File: config.mk
export PLATFORM = sky130hd
export DESIGN_NAME = hazard_ctrl
export DESIGN_NICKNAME = d
export VERILOG_FILES = /design/src/rtl/hazard_ctrl_pkg.sv /design/src/rtl/hazard_ctrl_md_busy_counter.sv /design/src/rtl/hazard_ctrl.sv
export SDC_FILE = /design/constraint.sdc
export NUM_CORES = 1
export LEC_CHECK = 0
export CAP_MARGIN = 25
export CELL_PAD_IN_SITES_DETAIL_PLACEMENT = 1
export CELL_PAD_IN_SITES_GLOBAL_PLACEMENT = 1
export CORE_MARGIN = 1.5
export CORE_UTILIZATION = 36
export CTS_BUF_LIST = sky130_fd_sc_hd__clkbuf_8
export DETAILED_ROUTE_END_ITERATION = 6
export PLACE_DENSITY_LB_ADDON = 0.12
export SYNTH_ARGS = -nofsm -noshare
export SYNTH_HDL_FRONTEND = slang
export SYNTH_HIERARCHICAL = 1
export SYNTH_SLANG_ARGS = --single-unit
File: constraint.sdc
create_clock -name clk -period 3.6 [get_ports clk]
set_clock_uncertainty 0.2 [all_clocks]
set_input_delay 0.72 -clock clk [delete_from_list [all_inputs] [get_ports clk]]
set_output_delay 0.72 -clock clk [all_outputs]
set_load 0.02 [all_outputs]
File: src/rtl/hazard_ctrl_pkg.sv
// Shared constants and the per-source hazard rule for the pipeline stall controller.
// A source stalls when it is needed sooner than a producer in E or M can deliver it.
package hazard_ctrl_pkg;

  localparam logic [1:0] TUSE_NONE        = 2'd3;
  localparam int         MULT_CYCLES_DEF  = 5;
  localparam int         DIV_CYCLES_DEF   = 10;
  localparam logic [4:0] REG_ZERO         = 5'd0;
  localparam int         STALL_CNT_W      = 32;

  // TUSE_NONE can never be below a 2-bit Tnew, so unused sources drop out naturally.
  function automatic logic src_hazard(
    input logic [4:0] src,
    input logic [1:0] tuse,
    input logic [4:0] e_a3,
    input logic [1:0] e_tnew,
    input logic [4:0] m_a3,
    input logic [1:0] m_tnew
  );
    logic w_e_hit;
    logic w_m_hit;
    w_e_hit = (src == e_a3) && (tuse < e_tnew);
    w_m_hit = (src == m_a3) && (tuse < m_tnew);
    return (src != REG_ZERO) && (w_e_hit || w_m_hit);
  endfunction

endpackage

File: src/rtl/hazard_ctrl_md_busy_counter.sv
// Mult/div busy countdown: a load sets the remaining busy cycles, zero is terminal.
// A load always wins over the decrement, so a start while busy reloads.
module md_busy_counter
  import hazard_ctrl_pkg::*;
#(
  parameter int CNT_W = 4
) (
  input  logic             clk,
  input  logic             reset,
  input  logic             i_load,
  input  logic [CNT_W-1:0] i_load_val,
  input  logic             i_dec,
  output logic             o_busy
);

  logic [CNT_W-1:0] r_cnt;

  always_ff @(posedge clk) begin
    if (reset) begin
      r_cnt <= '0;
    end else if (i_load) begin
      r_cnt <= i_load_val;
    end else if (i_dec && (r_cnt != '0)) begin
      r_cnt <= r_cnt - CNT_W'(1);
    end
  end

  assign o_busy = (r_cnt != '0);

endmodule

File: src/rtl/hazard_ctrl.sv
// Decode-stage hazard and stall controller: data hazards, mult/div busy interlock,
// and a saturating count of stalled cycles.
module hazard_ctrl
  import hazard_ctrl_pkg::*;
#(
  parameter int MULT_CYCLES = MULT_CYCLES_DEF,
  parameter int DIV_CYCLES  = DIV_CYCLES_DEF,
  parameter int CNT_W       = 4
) (
  input  logic        clk,
  input  logic        reset,
  input  logic [4:0]  i_d_rs,
  input  logic [4:0]  i_d_rt,
  input  logic [1:0]  i_d_tuse_rs,
  input  logic [1:0]  i_d_tuse_rt,
  input  logic        i_d_is_md,
  input  logic [4:0]  i_e_a3,
  input  logic [1:0]  i_e_tnew,
  input  logic [4:0]  i_m_a3,
  input  logic [1:0]  i_m_tnew,
  input  logic        i_e_md_start,
  input  logic        i_e_md_div,
  output logic        o_pc_stall,
  output logic        o_d_stall,
  output logic        o_e_flush,
  output logic        o_md_busy,
  output logic [31:0] o_stall_cnt
);

  logic             w_stall_rs;
  logic             w_stall_rt;
  logic             w_stall_md;
  logic             w_stall;
  logic             w_md_busy;
  logic [CNT_W-1:0] w_load_val;
  logic [31:0]      r_stall_cnt;

  assign w_stall_rs = src_hazard(i_d_rs, i_d_tuse_rs, i_e_a3, i_e_tnew, i_m_a3, i_m_tnew);
  assign w_stall_rt = src_hazard(i_d_rt, i_d_tuse_rt, i_e_a3, i_e_tnew, i_m_a3, i_m_tnew);

  // The starting op is still in E this cycle, so the busy flag alone would miss it.
  assign w_stall_md = i_d_is_md && (i_e_md_start || w_md_busy);
  assign w_stall    = w_stall_rs || w_stall_rt || w_stall_md;

  assign w_load_val = i_e_md_div ? CNT_W'(DIV_CYCLES) : CNT_W'(MULT_CYCLES);

  md_busy_counter #(
    .CNT_W (CNT_W)
  ) u_md_busy_counter (
    .clk        (clk),
    .reset      (reset),
    .i_load     (i_e_md_start),
    .i_load_val (w_load_val),
    .i_dec      (1'b1),
    .o_busy     (w_md_busy)
  );

  always_ff @(posedge clk) begin
    if (reset) begin
      r_stall_cnt <= '0;
    end else if (w_stall && (r_stall_cnt != '1)) begin
      r_stall_cnt <= r_stall_cnt + 32'd1;
    end
  end

  assign o_pc_stall  = w_stall;
  assign o_d_stall   = w_stall;
  assign o_e_flush   = w_stall;
  assign o_md_busy   = w_md_busy;
  assign o_stall_cnt = r_stall_cnt;

endmodule

Word level (Yosys, flattened, before mapping) --
Index checks and enable logic that the tools add are counted.
Storage, ports and cells: ROM bits 0, word-level logic and storage cells 33, memory bits (writable) 0, memories 0, latch bits 0, output and inout bits 36, flip-flop bits (word level) 36
Operators by class: equal/unequal tests 5, reduce and logical (&&, ||, !) cells 17, divide/modulo/power cells 0, $mul 0, magnitude comparators 4, add/subtract/negate cells 2, shift-type cells 0, muxes and demuxes 3, bitwise gates (word level) 0
Operator list (count):
- $add A32 B1 Y32 const B | 1
- $ne A32 B32 Y1 const B | 1
- $eq A5 B5 Y1 | 4
- $mux W4 | 3
- $reduce_bool A5 Y1 | 2
- $logic_and A1 B1 Y1 | 8
- $lt A2 B2 Y1 | 4
- $logic_or A1 B1 Y1 | 5
- $reduce_bool A4 Y1 | 1
- $sub A4 B1 Y4 const B | 1
- $reduce_bool A2 Y1 | 1

Logic depth before layout (Yosys ltp) --
Gate-level depths: netlist (run 1).
depth after elaboration 7, mapped depth 10, gate-level depth less buffers 9

Modules after synthesis --
Netlist (run 1), hierarchy kept.
By module, submodules not included:
- hazard_ctrl | cells each 268, area each 2172.1 µm², instances 1, seq. area each 640.6 µm²
- md_busy_counter | cells each 29, area each 256.5 µm², instances 1, seq. area each 80.1 µm²

Worst setup path before layout (run 1) --
Ideal clock, no wire load.
path kind input port to output port, start input port i_d_rs[0], end output port o_e_flush, setup slack 0.548 ns, arrival 2.132 ns, stages on the path 6, path through or4_1 > nor2_1 > a21oi_1 > nor3_2 > inv_1 > buf_4
Between the ends: longest elaborated chain between the ends 6, elaborated cells on any way between the ends 9, classes of those cells 2 x eq/ne; 7 x reduce/logical
RTL lines:
- from (decl) | line hazard_ctrl.sv:12 | input logic [4:0] i_d_rs,
- $eq A5 B5 Y1, on equally long branches | line hazard_ctrl_pkg.sv:22, hazard_ctrl_pkg.sv:23
- $logic_and A1 B1 Y1, on equally long branches | line hazard_ctrl_pkg.sv:22, hazard_ctrl_pkg.sv:23
- $logic_or A1 B1 Y1 | line hazard_ctrl_pkg.sv:24 | return (src != REG_ZERO) && (w_e_hit || w_m_hit);
- $logic_and A1 B1 Y1 * | line hazard_ctrl_pkg.sv:24
- $logic_or A1 B1 Y1 * (2 in series) | line hazard_ctrl.sv:43 | assign w_stall = w_stall_rs || w_stall_rt || w_stall_md;
- to (decl) | line hazard_ctrl.sv:25 | output logic o_e_flush,
Every way passes the cells marked *; elsewhere a longest branch is shown, timed or not.

Final worst setup path (run 1) --
start input port i_m_tnew[1], end output port o_e_flush
Between the ends: longest elaborated chain between the ends 6, elaborated cells on any way between the ends 10, classes of those cells 2 x order compare; 8 x reduce/logical
RTL lines:
- from (decl) | line hazard_ctrl.sv:20 | input logic [1:0] i_m_tnew,
- $lt A2 B2 Y1 | line hazard_ctrl_pkg.sv:23 | w_m_hit = (src == m_a3) && (tuse < m_tnew);
- $logic_and A1 B1 Y1 | line hazard_ctrl_pkg.sv:23
- $logic_or A1 B1 Y1 | line hazard_ctrl_pkg.sv:24
- $logic_and A1 B1 Y1 | line hazard_ctrl_pkg.sv:24
- $logic_or A1 B1 Y1 * (2 in series) | line hazard_ctrl.sv:43
Marked as above.

==> results of run 1 <==
## registers in the layout (all words and copies together), names as in the netlist
signal,count
o_stall_cnt,32
u_md_busy_counter/r_cnt,4
## through the flow
stage | cells | hold slack [ns]
floorplan | 303 | 0.270
global placement | 444 | 0.286
detailed placement | 444 | 0.297
CTS | 451 | 0.309
global route | 451 | 0.337
finish | 451 | 0.307
## logic make-up after synthesis
| logic type | Yosys count | share of synthesized area [%] |
|---|---|---|
| adders and majority gates | 6 | 3.09 |
| DFF | 36 | 29.7 |
| AOI/OAI and AO/OA | 53 | 15.7 |
| buffers and inverters | 28 | 5.82 |
| muxes | 13 | 5.92 |
| other | 1 | 0.154 |
| xor gates and xnor gates | 20 | 7.21 |
| and+or+nand+nor | 140 | 32.5 |
## where the power goes
part           leakage (nW)  internal [W]  total (W)  switching [W]
logic                 0.781     0.0000894   0.000191       0.000101
registers             0.291      0.000405   0.000412     0.00000695
clock network        0.0452      0.000129   0.000280       0.000151
## layout make-up
type	instances	area [um2]	area share (%)
Sequential cell	36	721	21.8
Tap cell	77	96.3	2.92
Clock buffer	5	68.8	2.08
Timing Repair Buffer	81	758	23.0
Inverter	11	41.3	1.25
Clock inverter	2	8.76	0.265
Multi-Input combinational cell	239	1610	48.7
## cells in the final DEF (no fill, tap or decap), types with 2 or more instances in the layout
| cell | n |
|---|---|
| sky130_fd_sc_hd__clkdlybuf4s50_1 | 64 |
| sky130_fd_sc_hd__dfxtp_1 | 36 |
| sky130_fd_sc_hd__nor2_1 | 27 |
| sky130_fd_sc_hd__a21oi_1 | 20 |
| sky130_fd_sc_hd__or4_1 | 19 |
| sky130_fd_sc_hd__nand4_1 | 17 |
| sky130_fd_sc_hd__nand3_1 | 15 |
| sky130_fd_sc_hd__o31ai_1 | 15 |
| sky130_fd_sc_hd__nand2_1 | 13 |
| sky130_fd_sc_hd__buf_4 | 13 |
| sky130_fd_sc_hd__inv_1 | 11 |
| sky130_fd_sc_hd__xnor2_1 | 11 |
| sky130_fd_sc_hd__nor2b_1 | 10 |
| sky130_fd_sc_hd__mux2_2 | 10 |
| sky130_fd_sc_hd__xor2_1 | 9 |
| sky130_fd_sc_hd__nor3_1 | 9 |
| sky130_fd_sc_hd__conb_1 | 7 |
| sky130_fd_sc_hd__nand2b_1 | 6 |
| sky130_fd_sc_hd__and3_1 | 6 |
| sky130_fd_sc_hd__ha_1 | 6 |
| sky130_fd_sc_hd__clkbuf_8 | 5 |
| sky130_fd_sc_hd__o21ai_0 | 4 |
| sky130_fd_sc_hd__or3_1 | 4 |
| sky130_fd_sc_hd__nor4_1 | 4 |
| sky130_fd_sc_hd__buf_2 | 4 |
| sky130_fd_sc_hd__a2111oi_2 | 3 |
| sky130_fd_sc_hd__a21oi_2 | 2 |
| sky130_fd_sc_hd__and4_1 | 2 |
| sky130_fd_sc_hd__mux2i_1 | 2 |
| sky130_fd_sc_hd__nor4b_1 | 2 |
| sky130_fd_sc_hd__a311oi_1 | 2 |
## path summary, 6_finish.rpt
kind | start | end | slack, ns | cells past startpoint
setup reg to reg | u_md_busy_counter/r_cnt[1]$_SDFFE_PP0P_ | o_stall_cnt[15]$_SDFFE_PP0P_ | 0.78 | 8
hold reg to reg | o_stall_cnt[31]$_SDFFE_PP0P_ | o_stall_cnt[31]$_SDFFE_PP0P_ | 0.31 | 2
hold / removal | o_stall_cnt[31]$_SDFFE_PP0P_ | o_stall_cnt[31]$_SDFFE_PP0P_ | 0.31 | 2
setup / recovery | i_m_tnew[1] | o_e_flush | 0.19 | 9
## worst register-to-register path: stages, from the launching register on
cell	delay [ns]
sky130_fd_sc_hd__dfxtp_1	0.31
sky130_fd_sc_hd__inv_1	0.11
sky130_fd_sc_hd__ha_1	0.23
sky130_fd_sc_hd__or3b_1	0.50
sky130_fd_sc_hd__o21a_1	0.28
sky130_fd_sc_hd__nor3_4	0.19
sky130_fd_sc_hd__buf_4	0.44
sky130_fd_sc_hd__nor4_1	0.15
sky130_fd_sc_hd__mux2_2	0.30
## routing by layer
metal  up-vias  share of wire [%]  global-route usage (%)  wire length [um]
met5         -                  0                       0                 0
met4         0               0.94                    4.17                67
met2        51                 52                    37.7              3720
met3         6                3.7                    4.28               263
li1       1249                  -                       -                 -
met1      1225                 43                    23.6              3080
## repair_timing
action,in CTS,in global routing
gates resized for setup,13,3
setup endpoints to repair,3,3
pin swaps,1,2
==> impl_summary.md, run 1 <==
Route
For this run, design rule violations remaining after detail routing come to 3. The final wirelength is 7.12 mm. The detailed-router iteration count before antenna repair is 6. In the routed layout, each cell is associated on average with a via count of 5.61.

The total vias in the final route is 2,531. In the final routed layout, each cell accounts on average for 15.8 um. The violation count after the first detailed-route iteration is 75. Once detail routing completed, the nets flagged for antenna violations numbered 0.

Clock network
The number of sinks on the clock net is 36. CTS built an H-tree with a depth of 2. Once the clock tree was built, the setup fixing pass inserted 0 buffers.

No sink is reached through more buffers than the 2 on the longest clock path. The clock slew at the register clock pins of the worst setup and hold paths is ~0.080 ns. The number of clock buffers added by TritonCTS is 5. The total of hold buffers inserted after clock tree synthesis is 0. For the worst-skew pair, the clock arrives at the later sink with an insertion delay of a little under 0.3 ns. The clock root buffer master is sky130_fd_sc_hd__clkbuf_8. The TritonCTS clock tree is done.

Timing
The share of the clock period used by the worst path after layout is a little over nine tenths. Setup violations remaining at the end of the flow were counted as 0. The number of failing hold endpoints at the final stage came to 0. The top achievable clock speed is 293 MHz. The post-route worst setup slack is 0.189 ns. The sum of negative setup slack is 0 ns.

The max-slew headroom at the worst pin is 45.4%. The final-report max-slew violation count is 0. The transition time at the pin with the least slew margin is 0.819 ns. The minimum clock period after layout is about 3.4 ns. Setup repair after global routing left no endpoint under its margin.

Synth
The most area-hungry cell type in the Yosys netlist is sky130_fd_sc_hd__dfxtp_1. During synthesis, Yosys emitted a total of 6 warnings. The share of synthesized area in the top cell type comes to 29.7%.

The mean area per synthesized cell is 8.18 um2. After synthesis, the most frequently instantiated cells are 36 x sky130_fd_sc_hd__dfxtp_1, 27 x sky130_fd_sc_hd__nor2_1, 22 x sky130_fd_sc_hd__a21oi_1, 19 x sky130_fd_sc_hd__or4_1, 17 x sky130_fd_sc_hd__nand4_1. The netlist area before placement is 2430 um2.

The most instantiated flip-flop cell in the synthesis netlist is sky130_fd_sc_hd__dfxtp_1. The number of register bits inferred by synthesis is 36. The distinct cell type count after synthesis is 43.

Synthesis produced between 200 and 300 cells. Of all flip-flops after synthesis, the portion carrying an async set or reset was 0%. The most frequent cell after synthesis is sky130_fd_sc_hd__dfxtp_1. By area the synthesized netlist is led by sky130_fd_sc_hd__dfxtp_1 30%, sky130_fd_sc_hd__or4_1 5.9%, sky130_fd_sc_hd__mux2_2 4.6%. Of the synthesized area, sequential elements account for 29.7%. The number of enable-type register cells in the synthesized netlist is 0.

Pwr
Dividing total power by cell area gives a power density of 267 nW/um2. Power comes to 0.000882 W. In this run the static leakage power is 1.12 nW. Across the VDD grid, the largest voltage drop is 0.000148 V.

Final layout
The finished cells cover between 3000 and 4000 um2. The count of antenna diodes in the layout is 0. The total of fill cells in the finished design is 796. The area growth from synthesis to layout is 36.0%. For this run, the share of the core covered by cells in the final layout is 51.4%. In the final layout, the share of cells above drive strength 1 is around an eighth. At the end of the flow, the number of nets in the layout was 413.

Placed design
The placed instances occupy a cell area of 3230 um2. The number of buffer cells added on primary ports is 68. Once detailed placement completed, the half-perimeter wirelength came to 5.39 mm. Routability-driven placement finished with a final weighted congestion of 0.760. The pre-CTS setup slack is -0.469 ns.

Floorplanning
Measured along the x axis, the die boundary spans roughly 85 um. The vertical extent of the die is between 80 and 90 um. The core area is 6420 um2. The floorplan has 29 rows. The effective utilization at floorplan is around 38%.

The number of top-level pins is 69. The die covers 7250 um2.

Critical path
For this run, the slowest stage of the critical path takes 0.46 ns. The buffering stage count on the worst path with inverters included is 4. STA puts the critical path data arrival time at between 2 and 2.5 ns.

The data required time at the worst endpoint is around 2.7 ns. The critical path in this run is classified as primary input to output port. The signal on the critical path passes through clkdlybuf4s50_1 > inv_1 > ha_1 > a2111oi_2 > nand4_1 > a21oi_2 > nor3_4 > inv_2 > buf_2. The kind of end point of the critical path is an output port. The master of the slowest instance on the critical path is sky130_fd_sc_hd__clkdlybuf4s50_1. The largest delay contributor family on the critical path is buffers and inverters. Along the worst path, the maximum fanout reaches 5.

The startpoint type of the worst setup path is a primary input.

Outcome
The final reports fail on design-rule violations. The flow ran to the end, but the final reports show violations.

GRT
The number of global-route vias before repair was roughly 2.6k. The first-pass GRT wire length is 11.9 mm. The initial antenna violation count is 0. Global routing used 20.2% of the available tracks. Entering global routing, the biggest net connects 51 pins. The overall overflow remaining after global route is 0.

Min path
The classification of the worst-slack hold path is flop to flop.

Job
The number of max-cap violations is 0.
(Power assumes the default switching activity.)
==> inputs of run 2 (changes only) <==
--- a/config.mk
+++ b/config.mk
@@ -5,14 +5,16 @@
 export SDC_FILE = /design/constraint.sdc
 export NUM_CORES = 1
 export LEC_CHECK = 0
+export ABC_AREA = 1
 export CAP_MARGIN = 25
 export CELL_PAD_IN_SITES_DETAIL_PLACEMENT = 1
 export CELL_PAD_IN_SITES_GLOBAL_PLACEMENT = 1
 export CORE_MARGIN = 1.5
-export CORE_UTILIZATION = 36
+export CORE_UTILIZATION = 35
 export CTS_BUF_LIST = sky130_fd_sc_hd__clkbuf_8
 export DETAILED_ROUTE_END_ITERATION = 6
 export PLACE_DENSITY_LB_ADDON = 0.12
+export SKIP_LAST_GASP = 1
 export SYNTH_ARGS = -nofsm -noshare
 export SYNTH_HDL_FRONTEND = slang
 export SYNTH_HIERARCHICAL = 1
==> run 2 against run 1 <==
Compared with the run above: the flow now finishes without violations; final cell count is 45% higher; die area rose by 19%; power is 19% higher; clock-buffer cell count unchanged; sequential power increased by 10%; worst hold slack worse by 0.0029 ns; non-clock buffer count shrank 11; critical path depth rose by 2; clock power hardly changed; register-to-register slack better by 0.23 ns; critical endpoint unchanged; largest power group unchanged; highest routed layer unchanged.
==> impl_summary.md, run 2 <==
Pwr
Of the total power, the share spent switching nets is 34.6%. The overall power of the completed layout is between 0.001 and 0.0015 W. The combinational fraction of design power is 29.9%.

Of the total power, the clock network draws 26.7%. The internal power consumption is 0.000684 W. The power per cell area is between 200 and 300 nW/um2. The standby leakage power is 1.69 nW. In this run the power spent charging and discharging nets is about 0.00036 W.

The share of total power dissipated in sequential elements is 43.4%. Across the VDD grid, the largest voltage drop is 0.000148 V.

Synth
After synthesis, the mean cell area works out to 5.82 um2. The share of synthesized area occupied by flip-flops and latches is 25.4%. The synthesized design contains 0 enable-type register cells.

The most used flip-flop cell after synthesis is sky130_fd_sc_hd__dfxtp_1. Ranked by total cell area, the synthesized netlist is headed by sky130_fd_sc_hd__dfxtp_1 25%, sky130_fd_sc_hd__nand2_1 19%, sky130_fd_sc_hd__nor2_1 11%. The number of nets handed over by synthesis was between 500 and 600. Counting flops and latches in the post-synthesis netlist gives 36. In the post-synthesis netlist, the cell with the most instances is sky130_fd_sc_hd__nand2_1. The Yosys step of the flow raised 6 warnings.

The instance count of the mapped netlist is 487. The commonest cells after synthesis are 142 x sky130_fd_sc_hd__nand2_1, 82 x sky130_fd_sc_hd__nor2_1, 68 x sky130_fd_sc_hd__inv_1, 44 x sky130_fd_sc_hd__nand3_1, 36 x sky130_fd_sc_hd__dfxtp_1. The share of Yosys cell area claimed by the top area cell type is approximately a quarter. After synthesis the cells add up to 2830 um2.

The most area-hungry cell type in the Yosys netlist is sky130_fd_sc_hd__dfxtp_1. In the synthesized netlist the async set-or-reset flop fraction comes to 0%. The distinct cell type count after synthesis is 31.

Min path
In this run the most critical hold path is launched from u_md_busy_counter/r_cnt[3]$_SDFFE_PP0P_. For hold timing, the worst endpoint is u_md_busy_counter/r_cnt[3]$_SDFFE_PP0P_. The classification of the worst-slack hold path is flop to flop. The cell depth of the worst min-delay path is 2.

Placed design
The routability-driven placement congestion ratio is 0.894. Detailed placement finished with a half-perimeter wire length of 7.20 mm. The placed instances occupy a cell area of 3590 um2. Input and output buffers added on the ports amount to 68.

Timing
The max-slew headroom at the worst pin is about 65%. The share of the clock period used by the worst path after layout is 92.3%. The final-report max-slew violation count is 0. The worst path needs 3.32 ns of the cycle, external delays included. Setup repair after global routing left no endpoint under its margin. Setup violations remaining at the end of the flow were counted as 0. The final worst hold slack is 0.304 ns. The top achievable clock speed is 301 MHz. The number of failing hold endpoints at the final stage is 0.

The transition time at the pin with the least slew margin is roughly 0.53 ns.

Critical path
The critical path goes through clkdlybuf4s50_1 > inv_1 > ha_1 > a21oi_1 > nand2_1 > nor2_1 > nand2_1 > nand2_1 > nand2_1 > nand3_2 > dlygate4sd2_1. The buffering stage count on the worst path with inverters included is 3. The kind of end point of the critical path is an output port. In this run the critical register-to-register path is captured at o_stall_cnt[17]$_SDFFE_PP0P_. The arrival time of data at the critical path endpoint is 2.40 ns.

Of all nets on the critical path, the largest fanout is 4. STA classifies the critical path startpoint as a primary input. The largest delay contributor family on the critical path is buffers and inverters. The data required time at the worst endpoint is around 2.7 ns.

In this run the register-to-register setup slack is 1.01 ns. Tracing the worst setup path back leads to its startpoint at i_m_tnew[1]. The cell with the most instances on the worst path is sky130_fd_sc_hd__nand2_1. The class of the most critical setup path is primary input to output port.

The master of the slowest instance on the critical path is sky130_fd_sc_hd__clkdlybuf4s50_1. The worst register-to-register path begins at u_md_busy_counter/r_cnt[0]$_SDFFE_PP0P_. In this design, the stage delay of the slowest critical-path cell is ~0.47 ns. Measured in cells, the most critical reg-to-reg path has a length of 10.

Final layout
The total number of nets in the final design is 592. The utilization after layout is a little under half. The commonest non-fill, non-tap cell in the layout is sky130_fd_sc_hd__nand2_1. With fillers left out, the area of the finished cells amounts to 3670 um2. The area growth from synthesis to layout is 29.4%. Leaving out fill and tap cells, the most frequent cells in the layout are 142 x sky130_fd_sc_hd__nand2_1, 82 x sky130_fd_sc_hd__nor2_1, 69 x sky130_fd_sc_hd__inv_1, 65 x sky130_fd_sc_hd__clkdlybuf4s50_1, 43 x sky130_fd_sc_hd__nand3_1. The number of antenna diodes in the final layout is 0. Of the cells placed in the final design, the portion with a size suffix greater than 1 is under 10%. The flip-flop count of the largest register, all copies and words added is 32.

GRT
The overall overflow remaining after global route is 0. The first global-routing pass estimated 15.3 mm of wire. The initial antenna violation count is 0. Entering global routing, the biggest net connects 51 pins. The number of global-route vias before repair is 3,286. In the global route stage, overall resource usage came out at approximately 22%.

Route
The first detailed-routing pass ran for 4 iterations. In the routed design, unresolved DRC markers number 0. The violation count after the first detailed-route iteration is 95. The routed wirelength normalized by instance count is between 10 and 15 um. Summed over all layers, the routed wires come to 9.08 mm. The mean number of vias per cell is 4.95. The total vias in the final route is 3,243. The number of routed nets with antenna violations is 0.

Clock network
After clock tree synthesis, the clock-pin slew on the worst setup and hold paths is 0.08 ns. The H-tree was split into 2 levels. Clock tree synthesis inserted a total of 5 buffers. The total of hold buffers inserted after clock tree synthesis is 0.

Clock latency on the worst-skew pair, taken at its later pin, is roughly 0.29 ns. The clock drives 36 sinks. The clock root buffer master is sky130_fd_sc_hd__clkbuf_8. The TritonCTS clock tree is done. The worst-case clock buffer depth is 2.

Floorplanning
The vertical extent of the die is 93.0 um. The core area is 7770 um2. The site row count is 32. The die boundary width is between 90 and 100 um. The area of the die is 8640 um2. 69 I/O pins were placed.

The effective utilization at floorplan is 36.5%.

Outcome
The run finished with clean final reports.

Job
Max-cap violations in this run came to 0.
==> run 2: cell count changes after synthesis, sizes merged, moves of 11 or more <==
cell | previous run | this run
nand2 | 13 | 147
inv | 11 | 73
nor2 | 27 | 89
mux2 | 11 | 0
or4 | 19 | 0
nand3 | 15 | 49
o31ai | 15 | 0
==> run 2: power by group through the flow <==
| stage | registers (W) | clock network, W | logic (W) |
|---|---|---|---|
| 2_1_floorplan | 0.000475 | 0 | 0.000172 |
| 3_3_place_gp | 0.000462 | 0 | 0.000305 |
| 3_5_place_dp | 0.000464 | 0 | 0.000317 |
| 4_1_cts | 0.000454 | 0.000291 | 0.000315 |
| 5_1_grt | 0.000458 | 0.000301 | 0.000348 |
| 6_report | 0.000454 | 0.000279 | 0.000312 |
==> run 2: logic make-up after synthesis <==
kind of cell	Yosys count	share of synthesized area [%]
AND/OR/NAND/NOR	308	48.4
buffers and inverters	85	12.3
AO/OA/AOI/OAI	38	7.07
flip-flops	36	25.4
XOR/XNOR	13	4.02
adder cells (fa/ha/maj)	6	2.65
other	1	0.132
==> run 2: repair_timing <==
action / 4_1_cts / 5_1_grt
resized for setup: 3 / 0
setup buffers: 0 / 0
setup endpoints to repair: 3 / 0
==> run 2: area by class of cell <==
class                           count  area [um2]
Clock inverter                      2        8.76
Clock buffer                        5        68.8
Timing Repair Buffer               70         692
Inverter                           74         279
Sequential cell                    36         721
Fill cell                        1109        4100
Tap cell                          102         128
Multi-Input combinational cell    366        1770
==> run 2: per-layer routing <==
metal	vias up	track usage, %	part of all wire [%]
met2	54	37.7	47
met1	1537	29.3	48
li1	1644	-	-
met4	0	5.93	1.2
met3	8	2.79	3.2
met5	-	0	0
==> run 2: through the flow <==
stage | cells | setup WS, ns | setup TNS (ns)
global route | 655 | 0.122 | 0
global placement | 648 | 0.0762 | 0
CTS | 655 | 0.257 | 0
floorplan | 487 | 0.748 | 0
detailed placement | 648 | -0.0190 | -0.0561
finish | 655 | 0.278 | 0
==> run 2: worst max-delay path by stage <==
stage / end / slack (ns) / depth (start not counted)
global placement: o_e_flush / 0.08 / 11
finish: o_e_flush / 0.28 / 11
CTS: o_pc_stall / 0.26 / 11
global route: o_stall_cnt[20]$_SDFFE_PP0P_ / 0.12 / 15
floorplan: o_e_flush / 0.75 / 11
detailed placement: o_pc_stall / -0.02 / 11
==> run 2: worst min-delay path, stage by stage, from the launching register on <==
cell                      delay (ns)
sky130_fd_sc_hd__dfxtp_1        0.33
sky130_fd_sc_hd__nand2_1        0.08
sky130_fd_sc_hd__a21oi_2        0.05
==> inputs of run 3 (changes only) <==
--- a/config.mk
+++ b/config.mk
@@ -5,12 +5,11 @@
 export SDC_FILE = /design/constraint.sdc
 export NUM_CORES = 1
 export LEC_CHECK = 0
-export ABC_AREA = 1
 export CAP_MARGIN = 25
 export CELL_PAD_IN_SITES_DETAIL_PLACEMENT = 1
 export CELL_PAD_IN_SITES_GLOBAL_PLACEMENT = 1
 export CORE_MARGIN = 1.5
-export CORE_UTILIZATION = 35
+export CORE_UTILIZATION = 36
 export CTS_BUF_LIST = sky130_fd_sc_hd__clkbuf_8
 export DETAILED_ROUTE_END_ITERATION = 6
 export PLACE_DENSITY_LB_ADDON = 0.12
==> results of run 3 <==
Same layout as run 1: the final DEF is identical, and so are final timing and power.
